$ cat src/rtl/vga_pkg.sv
`default_nettype none
// ============================================================================
//  Module   : vga_pkg
//  Purpose  : Shared constants for the 640x480 VGA display path.
//             - visible-area timing constants
//             - 12-bit {r,g,b} colour constants
//             - encoding of the block-flash state machine
//  Revision : 1.0  initial release
// ============================================================================
package vga_pkg;

    // Visible area of the 640x480 mode
    localparam int c_H_ACTIVE = 640;
    localparam int c_V_ACTIVE = 480;

    // 12-bit colours, packed as {r[3:0], g[3:0], b[3:0]}
    localparam logic [11:0] c_BLACK = 12'h000;
    localparam logic [11:0] c_BLUE  = 12'h00F;
    localparam logic [11:0] c_GREEN = 12'h0F0;
    localparam logic [11:0] c_WHITE = 12'hFFF;

    // Flash state machine encoding
    localparam int c_ST_W = 2;
    typedef logic [c_ST_W-1:0] flash_state_t;
    localparam flash_state_t c_ST_IDLE = 2'd0;
    localparam flash_state_t c_ST_LIT  = 2'd1;
    localparam flash_state_t c_ST_DONE = 2'd2;

endpackage
`default_nettype wire

$ cat src/rtl/block_hit_detect.sv
`default_nettype none
// ============================================================================
//  Module   : block_hit_detect
//  Purpose  : Combinational pixel-to-block hit test for a row-major grid of
//             square blocks. Block i sits at col = i % COLS, row = i / COLS.
//             Ranges are half-open; the lowest block index wins on overlap.
//  Ports    : x, y     - current pixel column / row (unsigned, 10 bits)
//             hit      - pixel lies inside at least one block
//             hit_idx  - index of the lowest-numbered block containing it
//  Revision : 1.0  initial release
// ============================================================================
module block_hit_detect #(
    parameter int NUM_BLOCKS = 4,
    parameter int COLS       = 2,
    parameter int BLOCK_SIZE = 64,
    parameter int ORIGIN_X   = 266,
    parameter int ORIGIN_Y   = 169,
    parameter int PITCH_X    = 144,
    parameter int PITCH_Y    = 144
) (
    input  logic [9:0] x,
    input  logic [9:0] y,
    output logic       hit,
    output logic [2:0] hit_idx
);

    logic [NUM_BLOCKS-1:0] w_in_block;
    logic [10:0]           w_x_ext;
    logic [10:0]           w_y_ext;

    // One extra bit so bounds up to 2047 compare without wrap.
    assign w_x_ext = {1'b0, x};
    assign w_y_ext = {1'b0, y};

    for (genvar gi = 0; gi < NUM_BLOCKS; gi++) begin : g_block
        // Bounds fold to constants at elaboration; no runtime multiply.
        localparam logic [10:0] c_X0 = 11'(ORIGIN_X + (gi % COLS) * PITCH_X);
        localparam logic [10:0] c_X1 = 11'(ORIGIN_X + (gi % COLS) * PITCH_X + BLOCK_SIZE);
        localparam logic [10:0] c_Y0 = 11'(ORIGIN_Y + (gi / COLS) * PITCH_Y);
        localparam logic [10:0] c_Y1 = 11'(ORIGIN_Y + (gi / COLS) * PITCH_Y + BLOCK_SIZE);

        assign w_in_block[gi] = (w_x_ext >= c_X0) && (w_x_ext < c_X1) &&
                                (w_y_ext >= c_Y0) && (w_y_ext < c_Y1);
    end

    // Scan from the top index down so the lowest matching index is left last.
    always_comb begin
        hit     = 1'b0;
        hit_idx = 3'd0;
        for (int i = NUM_BLOCKS - 1; i >= 0; i--) begin
            if (w_in_block[i]) begin
                hit     = 1'b1;
                hit_idx = 3'(i);
            end
        end
    end

endmodule
`default_nettype wire

$ cat src/rtl/vga_block_panel.sv
`default_nettype none
// ============================================================================
//  Module   : vga_block_panel
//  Purpose  : Game-board pixel renderer. Draws NUM_BLOCKS square blocks on a
//             background and can flash one block in LIT_COLOR for
//             FLASH_FRAMES video frames via a req/busy/done handshake.
//             Two-stage pixel pipeline (hit test, colour select) advancing
//             on pix_en only.
//  Ports    : clk, reset          - clock, synchronous active-high reset
//             pix_en              - one-clk pulse per pixel
//             video_on, x, y      - from the VGA timing generator
//             flash_req/flash_idx - flash request and block index
//             flash_busy          - flash in progress
//             flash_done          - one-clk pulse when a flash completes
//             vga_r/g/b           - 4-bit colour outputs
//  Revision : 1.0  initial release
// ============================================================================
module vga_block_panel
    import vga_pkg::*;
#(
    parameter int          NUM_BLOCKS   = 4,
    parameter int          COLS         = 2,
    parameter int          BLOCK_SIZE   = 64,
    parameter int          ORIGIN_X     = 266,
    parameter int          ORIGIN_Y     = 169,
    parameter int          PITCH_X      = 144,
    parameter int          PITCH_Y      = 144,
    parameter int          H_ACTIVE     = c_H_ACTIVE,
    parameter int          V_ACTIVE     = c_V_ACTIVE,
    parameter int          FLASH_FRAMES = 30,
    parameter logic [11:0] BG_COLOR     = c_BLUE,
    parameter logic [11:0] IDLE_COLOR   = c_GREEN,
    parameter logic [11:0] LIT_COLOR    = c_WHITE
) (
    input  logic       clk,
    input  logic       reset,
    input  logic       pix_en,
    input  logic       video_on,
    input  logic [9:0] x,
    input  logic [9:0] y,
    input  logic       flash_req,
    input  logic [2:0] flash_idx,
    output logic       flash_busy,
    output logic       flash_done,
    output logic [3:0] vga_r,
    output logic [3:0] vga_g,
    output logic [3:0] vga_b
);

    localparam int                c_CNT_W     = $clog2(FLASH_FRAMES + 1);
    localparam logic [c_CNT_W-1:0] c_CNT_INIT = c_CNT_W'(FLASH_FRAMES);
    localparam logic [c_CNT_W-1:0] c_CNT_ONE  = c_CNT_W'(1);
    localparam logic [3:0]        c_IDX_LIMIT = 4'(NUM_BLOCKS);
    localparam logic [9:0]        c_X_LAST    = 10'(H_ACTIVE - 1);
    localparam logic [9:0]        c_Y_LAST    = 10'(V_ACTIVE - 1);

    // ------------------------------------------------------------------
    // Hit test (combinational)
    // ------------------------------------------------------------------
    logic       w_hit;
    logic [2:0] w_hit_idx;

    block_hit_detect #(
        .NUM_BLOCKS (NUM_BLOCKS),
        .COLS       (COLS),
        .BLOCK_SIZE (BLOCK_SIZE),
        .ORIGIN_X   (ORIGIN_X),
        .ORIGIN_Y   (ORIGIN_Y),
        .PITCH_X    (PITCH_X),
        .PITCH_Y    (PITCH_Y)
    ) u_hit (
        .x       (x),
        .y       (y),
        .hit     (w_hit),
        .hit_idx (w_hit_idx)
    );

    // ------------------------------------------------------------------
    // Flash state machine
    // ------------------------------------------------------------------
    flash_state_t        r_state;
    flash_state_t        w_state_nxt;
    logic [c_CNT_W-1:0]  r_cnt;
    logic [c_CNT_W-1:0]  w_cnt_nxt;
    logic [2:0]          r_lit_idx;
    logic [2:0]          w_lit_idx_nxt;
    logic                w_frame_tick;
    logic                w_idx_valid;

    // Last visible pixel of the frame marks one elapsed frame.
    assign w_frame_tick = pix_en && (x == c_X_LAST) && (y == c_Y_LAST);
    assign w_idx_valid  = ({1'b0, flash_idx} < c_IDX_LIMIT);

    always_ff @(posedge clk) begin
        if (reset) begin
            r_state   <= c_ST_IDLE;
            r_cnt     <= '0;
            r_lit_idx <= 3'd0;
        end else begin
            r_state   <= w_state_nxt;
            r_cnt     <= w_cnt_nxt;
            r_lit_idx <= w_lit_idx_nxt;
        end
    end

    always_comb begin
        w_state_nxt   = r_state;
        w_cnt_nxt     = r_cnt;
        w_lit_idx_nxt = r_lit_idx;
        case (r_state)
            c_ST_IDLE: begin
                // A frame tick in the accepting clk does not count against
                // the new flash: the counter is simply loaded.
                if (flash_req && w_idx_valid) begin
                    w_state_nxt   = c_ST_LIT;
                    w_cnt_nxt     = c_CNT_INIT;
                    w_lit_idx_nxt = flash_idx;
                end
            end
            c_ST_LIT: begin
                if (w_frame_tick) begin
                    if (r_cnt == c_CNT_ONE) begin
                        w_state_nxt = c_ST_DONE;
                        w_cnt_nxt   = '0;
                    end else begin
                        w_cnt_nxt = r_cnt - c_CNT_ONE;
                    end
                end
            end
            c_ST_DONE: begin
                w_state_nxt = c_ST_IDLE;
            end
            default: begin
                w_state_nxt = c_ST_IDLE;
                w_cnt_nxt   = '0;
            end
        endcase
    end

    assign flash_busy = (r_state == c_ST_LIT);
    assign flash_done = (r_state == c_ST_DONE);

    // ------------------------------------------------------------------
    // Pixel pipeline: stage 1 = hit result, stage 2 = colour
    // ------------------------------------------------------------------
    logic        r_s1_hit;
    logic [2:0]  r_s1_idx;
    logic        r_s1_video;
    logic [11:0] r_rgb;
    logic [11:0] w_color;

    // Lit colour follows the live flash state, so a flash start/end shows
    // up on the next pix_en without waiting for a frame boundary.
    always_comb begin
        w_color = BG_COLOR;
        if (!r_s1_video) begin
            w_color = c_BLACK;
        end else if (r_s1_hit && (r_state == c_ST_LIT) && (r_s1_idx == r_lit_idx)) begin
            w_color = LIT_COLOR;
        end else if (r_s1_hit) begin
            w_color = IDLE_COLOR;
        end
    end

    always_ff @(posedge clk) begin
        if (reset) begin
            r_s1_hit   <= 1'b0;
            r_s1_idx   <= 3'd0;
            r_s1_video <= 1'b0;
            r_rgb      <= 12'h000;
        end else if (pix_en) begin
            r_s1_hit   <= w_hit;
            r_s1_idx   <= w_hit_idx;
            r_s1_video <= video_on;
            r_rgb      <= w_color;
        end
    end

    assign vga_r = r_rgb[11:8];
    assign vga_g = r_rgb[7:4];
    assign vga_b = r_rgb[3:0];

endmodule
`default_nettype wire

$ cat config.mk
export PLATFORM = sky130hd
export DESIGN_NAME = vga_block_panel
export DESIGN_NICKNAME = d
export VERILOG_FILES = /design/src/rtl/vga_pkg.sv /design/src/rtl/block_hit_detect.sv /design/src/rtl/vga_block_panel.sv
export SDC_FILE = /design/constraint.sdc
export NUM_CORES = 1
export LEC_CHECK = 0
export ABC_AREA = 1
export CAP_MARGIN = 10
export CORE_MARGIN = 3
export CORE_UTILIZATION = 45
export DETAILED_ROUTE_END_ITERATION = 16
export DONT_BUFFER_PORTS = 1
export GPL_TIMING_DRIVEN = 1
export PLACE_DENSITY = 0.64
export SLEW_MARGIN = 30
export SYNTH_ARGS = -nofsm -noshare
export SYNTH_HDL_FRONTEND = slang
export SYNTH_HIERARCHICAL = 1
export SYNTH_SLANG_ARGS = --single-unit
$ cat constraint.sdc
create_clock -name clk -period 1.3 [get_ports clk]
set_input_delay 0.195 -clock clk [delete_from_list [all_inputs] [get_ports clk]]
set_output_delay 0.195 -clock clk [all_outputs]
set_load 0.02 [all_outputs]
-- Word-level counts from Yosys, hierarchy flattened
Cells that the tools add are included.
- register bits: 27
- bits in latches: 0
- RAM bits: 0
- bits in read-only memories: 0
- output and inout port bits: 14
- word-level logic and storage cells: 65
- memories: 0
- add/sub/neg operators: 1
- multiply operators: 0
- divide/modulo/power cells: 0
- $lt $le $gt $ge: 9
- equality and inequality tests: 9
- shift operators: 0
- muxes and demuxes: 19
- bitwise operators: 1
- reductions and logical operators: 19
- operators with widths (cell ; number):
    10-bit by 9-bit >= comparator with 1-bit output (second input constant) ; 3
    10-bit by 9-bit < comparator with 1-bit output (second input constant) ; 3
    12-bit two-way mux ; 2
    1-bit logical AND ; 15
    5-bit two-way mux ; 3
    5-bit one-hot mux with 3 select lines ; 1
    2-bit two-way mux ; 7
    10-bit == test (second input constant) ; 1
    10-bit by 9-bit == test with 1-bit output (second input constant) ; 1
    10-bit by 8-bit >= comparator with 1-bit output (second input constant) ; 1
    10-bit by 8-bit < comparator with 1-bit output (second input constant) ; 1
    8-bit two-way mux ; 1
    3-bit AND reduction ; 2
    5-bit by 1-bit == test with 1-bit output (second input constant) ; 1
    5-bit by 1-bit subtractor with 5-bit output (second input constant) ; 1
    1-bit two-way mux ; 4
    2-bit by 1-bit != test with 1-bit output (second input constant) ; 2
    2-bit one-hot mux with 2 select lines ; 1
    3-bit == test ; 1
    3-bit < comparator (second input constant) ; 1
    2-bit by 1-bit == test with 1-bit output (second input constant) ; 1
    2-bit == test (second input constant) ; 1
    2-bit logical NOT ; 1
    2-bit != test (second input constant) ; 1
    other kinds (2) ; 2

-- Depth between registers and ports, before layout
- word-level depth: 8
- depth in mapped cells: 12
- depth with buffers taken out: 12

-- By module
Netlist, hierarchy kept.
- modules (own cells, without submodules) (module ; times used ; cells each ; area an instance (sq um)):
    vga_block_panel ; 1 ; 156 ; 1062.3
    block_hit_detect ; 1 ; 76 ; 326.6

-- Worst setup path after synthesis
No wires, ideal clock.
- path kind: reg-to-reg
- start: register r_cnt[0]
- end: register r_cnt[2]
- setup time: 66 ps
- data arrival time: 1099 ps
- required time: 1234 ps
- slack: 135 ps
- stages on the path, launching flop included: 7
- period minus slack after synthesis: 1165 ps
- cells stage by stage: dfxtp_1 > inv_1 > ha_1 > xnor2_1 > o21ai_1 > nand3_2 > a21oi_2
- cells in the longest elaborated chain, start to end: 4
- elaborated cells on any way between the ends: 5
- those cells by class: add/sub (1); eq/ne (1); mux (3)
- RTL lines (element ; line ; text):
    start: declaration ; vga_block_panel.sv:83 ; logic [c_CNT_W-1:0] r_cnt;
    start signal: assignment ; vga_block_panel.sv:101 ; r_cnt <= w_cnt_nxt;
    5-bit by 1-bit subtractor with 5-bit output / 5-bit by 1-bit == test with 1-bit output (equally long branches) ; vga_block_panel.sv:126, vga_block_panel.sv:122 ;
    5-bit two-way mux (*) ; vga_block_panel.sv:122 ; if (r_cnt == c_CNT_ONE) begin
    5-bit two-way mux (*) ; vga_block_panel.sv:121 ; if (w_frame_tick) begin
    5-bit one-hot mux with 3 select lines (*) ; vga_block_panel.sv:110 ; case (r_state)
Every way passes the cells marked *; elsewhere a longest branch is shown, timed or not. The select of a mux whose other input is x is not followed.
A chain may end at the register's enable or synchronous reset.

-- Worst setup path after layout
- start: register r_state[1]
- end: output flash_busy
- cells in the longest elaborated chain, start to end: 1
- RTL lines (element ; line ; text):
    start: declaration ; vga_block_panel.sv:81 ; flash_state_t r_state;
    start signal: assignment ; vga_block_panel.sv:96 ; r_state <= c_ST_IDLE;
    start signal: assignment ; vga_block_panel.sv:100 ; r_state <= w_state_nxt;
    2-bit by 1-bit == test with 1-bit output ; vga_block_panel.sv:140 ; assign flash_busy = (r_state == c_ST_LIT);
    end: declaration ; vga_block_panel.sv:43 ; output logic flash_busy,
Every way passes these cells.

==> impl_metrics.json <==
{
  "status": "finished, final reports clean",
  "mappedNetlistArea_sq_mm": 0.00139,
  "finalSetupViolations": 0,
  "cts_max_path_buffers": 2,
  "clock_sink_count": 18,
  "leakage_nw": 0.737,
  "cap_violations": 0,
  "critPathTopFamily": "flip-flops",
  "initial_core_util_pct": 48.7,
  "path_class": "register to primary output",
  "crit_chain": "inv_2, nand2_1, inv_2, buf_6",
  "internal_power_uw": 907,
  "utilization_pct": 51.8,
  "fill_cells": 297,
  "final_layout_size_suffix_gt1_share_pct": 17.7,
  "cts_tree": "done",
  "drt_iter0_drc": 43,
  "report.final.hold_viol_count": 0,
  "arrival_ps": 1030,
  "synth_seq_cells": 18,
  "core_sq_mm": 0.00285,
  "synth_cell_types": 27,
  "most-common-layout-cells": "55 x nand2_1, 37 x nor2_1, 25 x inv_1",
  "ys_seq_area_share_pct": 25.9,
  "routedWlPerCell_um": 10.7,
  "vias": 1268,
  "multi_input_area_sq_um": 833,
  "area_delta_synth_final_pct": 6.49,
  "pin_count": 42,
  "pre_cts_slack_ps": 58.0,
  "synth_xor_area_share_pct": 2.52,
  "fin_ws_ps": 70.5,
  "grt_start_max_net_pins": 13,
  "p_sw_share_pct": 32.0,
  "synth-simple-area-share_pct": 43.2,
  "yosys.area.top_type": "dfxtp_1",
  "cp_max_fo": 4,
  "grt_pass1_vias": 1150,
  "gp_congestion": 0.836,
  "nNetsFinal": 262,
  "clock_latency_ps": 300,
  "antenna_cells": 0,
  "critPathLaunchType": "register",
  "clock_power_share_pct": 25.8,
  "die_y_um": 61.6,
  "clockRootBuffer": "clkbuf_4",
  "place_area_sq_mm": 0.00138,
  "cp_common_cell": "inv_2",
  "worst-path-buf-inv": 3,
  "peakVddDrop_mv": 0.742,
  "synth_top_family_by_area": "simple AND/OR/NAND/NOR gates",
  "grt_pass1_wl_um": 4750,
  "fmax_ghz": 0.813,
  "final_common_cell": "nand2_1",
  "die_w_um": 61.6,
  "p_sw_uw": 426,
  "fin_area_sq_mm": 0.00148,
  "synth_nets": 262,
  "cts-buffers-inserted": 3,
  "holdCritPathClass": "primary input to register",
  "critPathRequiredTime_ps": 1110,
  "remaining_drc_errors": 0,
  "synth_top_area_share_pct": 25.9,
  "fin_crit_sh_pct": 94.6,
  "synthAdderAreaFrac_pct": 1.80,
  "ys_warn_count": 6,
  "dieArea_sq_mm": 0.00379,
  "crit_slowest_cell": "dfxtp_2",
  "regArea_sq_um": 368,
  "dr.pass1.iters": 4,
  "postSynthCellCount": 232,
  "vias_per_cell": 4.84,
  "routed_wl_um": 2800,
  "synth_compound_area_share_pct": 10.1,
  "cpPeakStageDelay_ps": 340,
  "clk_pin_slew_worst_paths_ps": 90,
  "yosys-top-cells-area": "dfxtp_1 26%, nand2_1 15%, nor2_1 11%",
  "powerDensity_mw_per_mm2": 901,
  "combPwrFrac_pct": 27.1,
  "ant_nets": 0,
  "cts.htree.levels": 1,
  "dp_hpwl_um": 2180,
  "synthesis.area_per_instance_sq_um": 5.99,
  "power_mw": 1.33,
  "clock_skew_ps": 10.1,
  "timing.hold.ws_ps": 45.3,
  "grt_overflow": 0,
  "maxSlewViolCount": 0,
  "fp-row-count": 19,
  "track_usage_pct": 16.3,
  "end_kind": "primary output",
  "synthMuxAreaShare_pct": 0,
  "period_needed_ps": 1230,
  "antenna_found_initial": 0,
  "io_buffers": 0,
  "seq_power_share_pct": 47.1,
  "rsz0062_at_grt": "true"
}
==> final cells by class <==
cell class	instances	area share, %
clock buffer	4	2.45
multi-input combinational	168	56.3
tap	31	2.62
timing repair buffer	8	5.33
sequential	18	24.9
inverter	33	8.38
==> through the flow <==
stage	TNS (ps)	instances
2_1_floorplan	0	232
3_3_place_gp	0	256
4_1_cts	0	261
6_report	0	262
5_1_grt	-28.8	262
3_5_place_dp	0	256
==> cells in the mapped netlist <==
cell      number
dfxtp_1       18
inv_1         28
buf_6          2
nand3_2        1
a31oi_1        1
nor2_1        39
nand2_1       56
buf_4         10
nand2_2        6
xnor2_1        2
inv_2          4
nor2_8         1
o21ai_1        2
nor2_4         1
nand3b_1       2
a21oi_2        1
nand4_1        2
nor3_1         3
conb_1         1
o21ai_0        9
clkinv_1       1
ha_1           2
xor2_1         2
a21oi_1       14
clkbuf_1       1
nor2_2         5
nand3_1       18
==> sequential cells by signal (all words and copies together) (netlist names) <==
| signal | count |
|---|---|
| r_s1_hit | 1 |
| r_lit_idx | 3 |
| r_s1_video | 1 |
| r_rgb | 3 |
| r_state | 2 |
| r_cnt | 5 |
| r_s1_idx | 3 |
==> metal layers <==
metal	vias up	wire length (um)	track usage, %	part of all wire (%)
met4	0	0	1.82	0
li1	708	-	-	-
met3	0	141	4.82	5.0
met1	538	1340	23.2	48
met5	-	0	0	0
met2	22	1310	25.1	47
==> power groups by stage <==
stage | Sequential [mW] | Combinational (mW) | Clock (mW)
floorplan | 0.629 | 0.296 | 0
global placement | 0.634 | 0.330 | 0
detailed placement | 0.634 | 0.332 | 0
CTS | 0.623 | 0.339 | 0.357
global route | 0.633 | 0.424 | 0.376
finish | 0.627 | 0.361 | 0.344
==> worst paths after layout <==
| check | start | cells past startpoint | slack (ps) | endpoint |
|---|---|---|---|---|
| setup reg to reg | r_cnt[1] | 9 | 80 | r_cnt[3] |
| hold / removal | video_on | 2 | 50 | r_s1_video |
| setup / recovery | r_state[1] | 4 | 70 | flash_busy |
| hold reg to reg | r_lit_idx[2] | 2 | 460 | r_lit_idx[2] |
==> worst reg2reg max path, delay by kind of cell, from the launching register on <==
family	cells	cell delay [ps]
AOI/OAI and AO/OA	1	120
adders and majority gates	1	150
and+or+nand+nor	5	380
DFF	1	350
buffers and inverters	2	130
==> cell families (layout without fill, tap and decap cells) <==
family	count (synthesis)	after routing
other cells	1	1
buf+inv	46	45
simple gates	134	134
fa+ha+maj	2	2
compound gates	27	27
xor+xnor	4	4
flops	18	18
==> what timing repair did <==
item / 4_1_cts / 5_1_grt
hold buffers: 1 / 0
hold endpoints to repair: 6 / 0
resized for setup: 3 / 13
pin swaps: 0 / 3
setup endpoints to repair: 2 / 6
buffers inserted: 0 / 1
(Power assumes the default switching activity.)
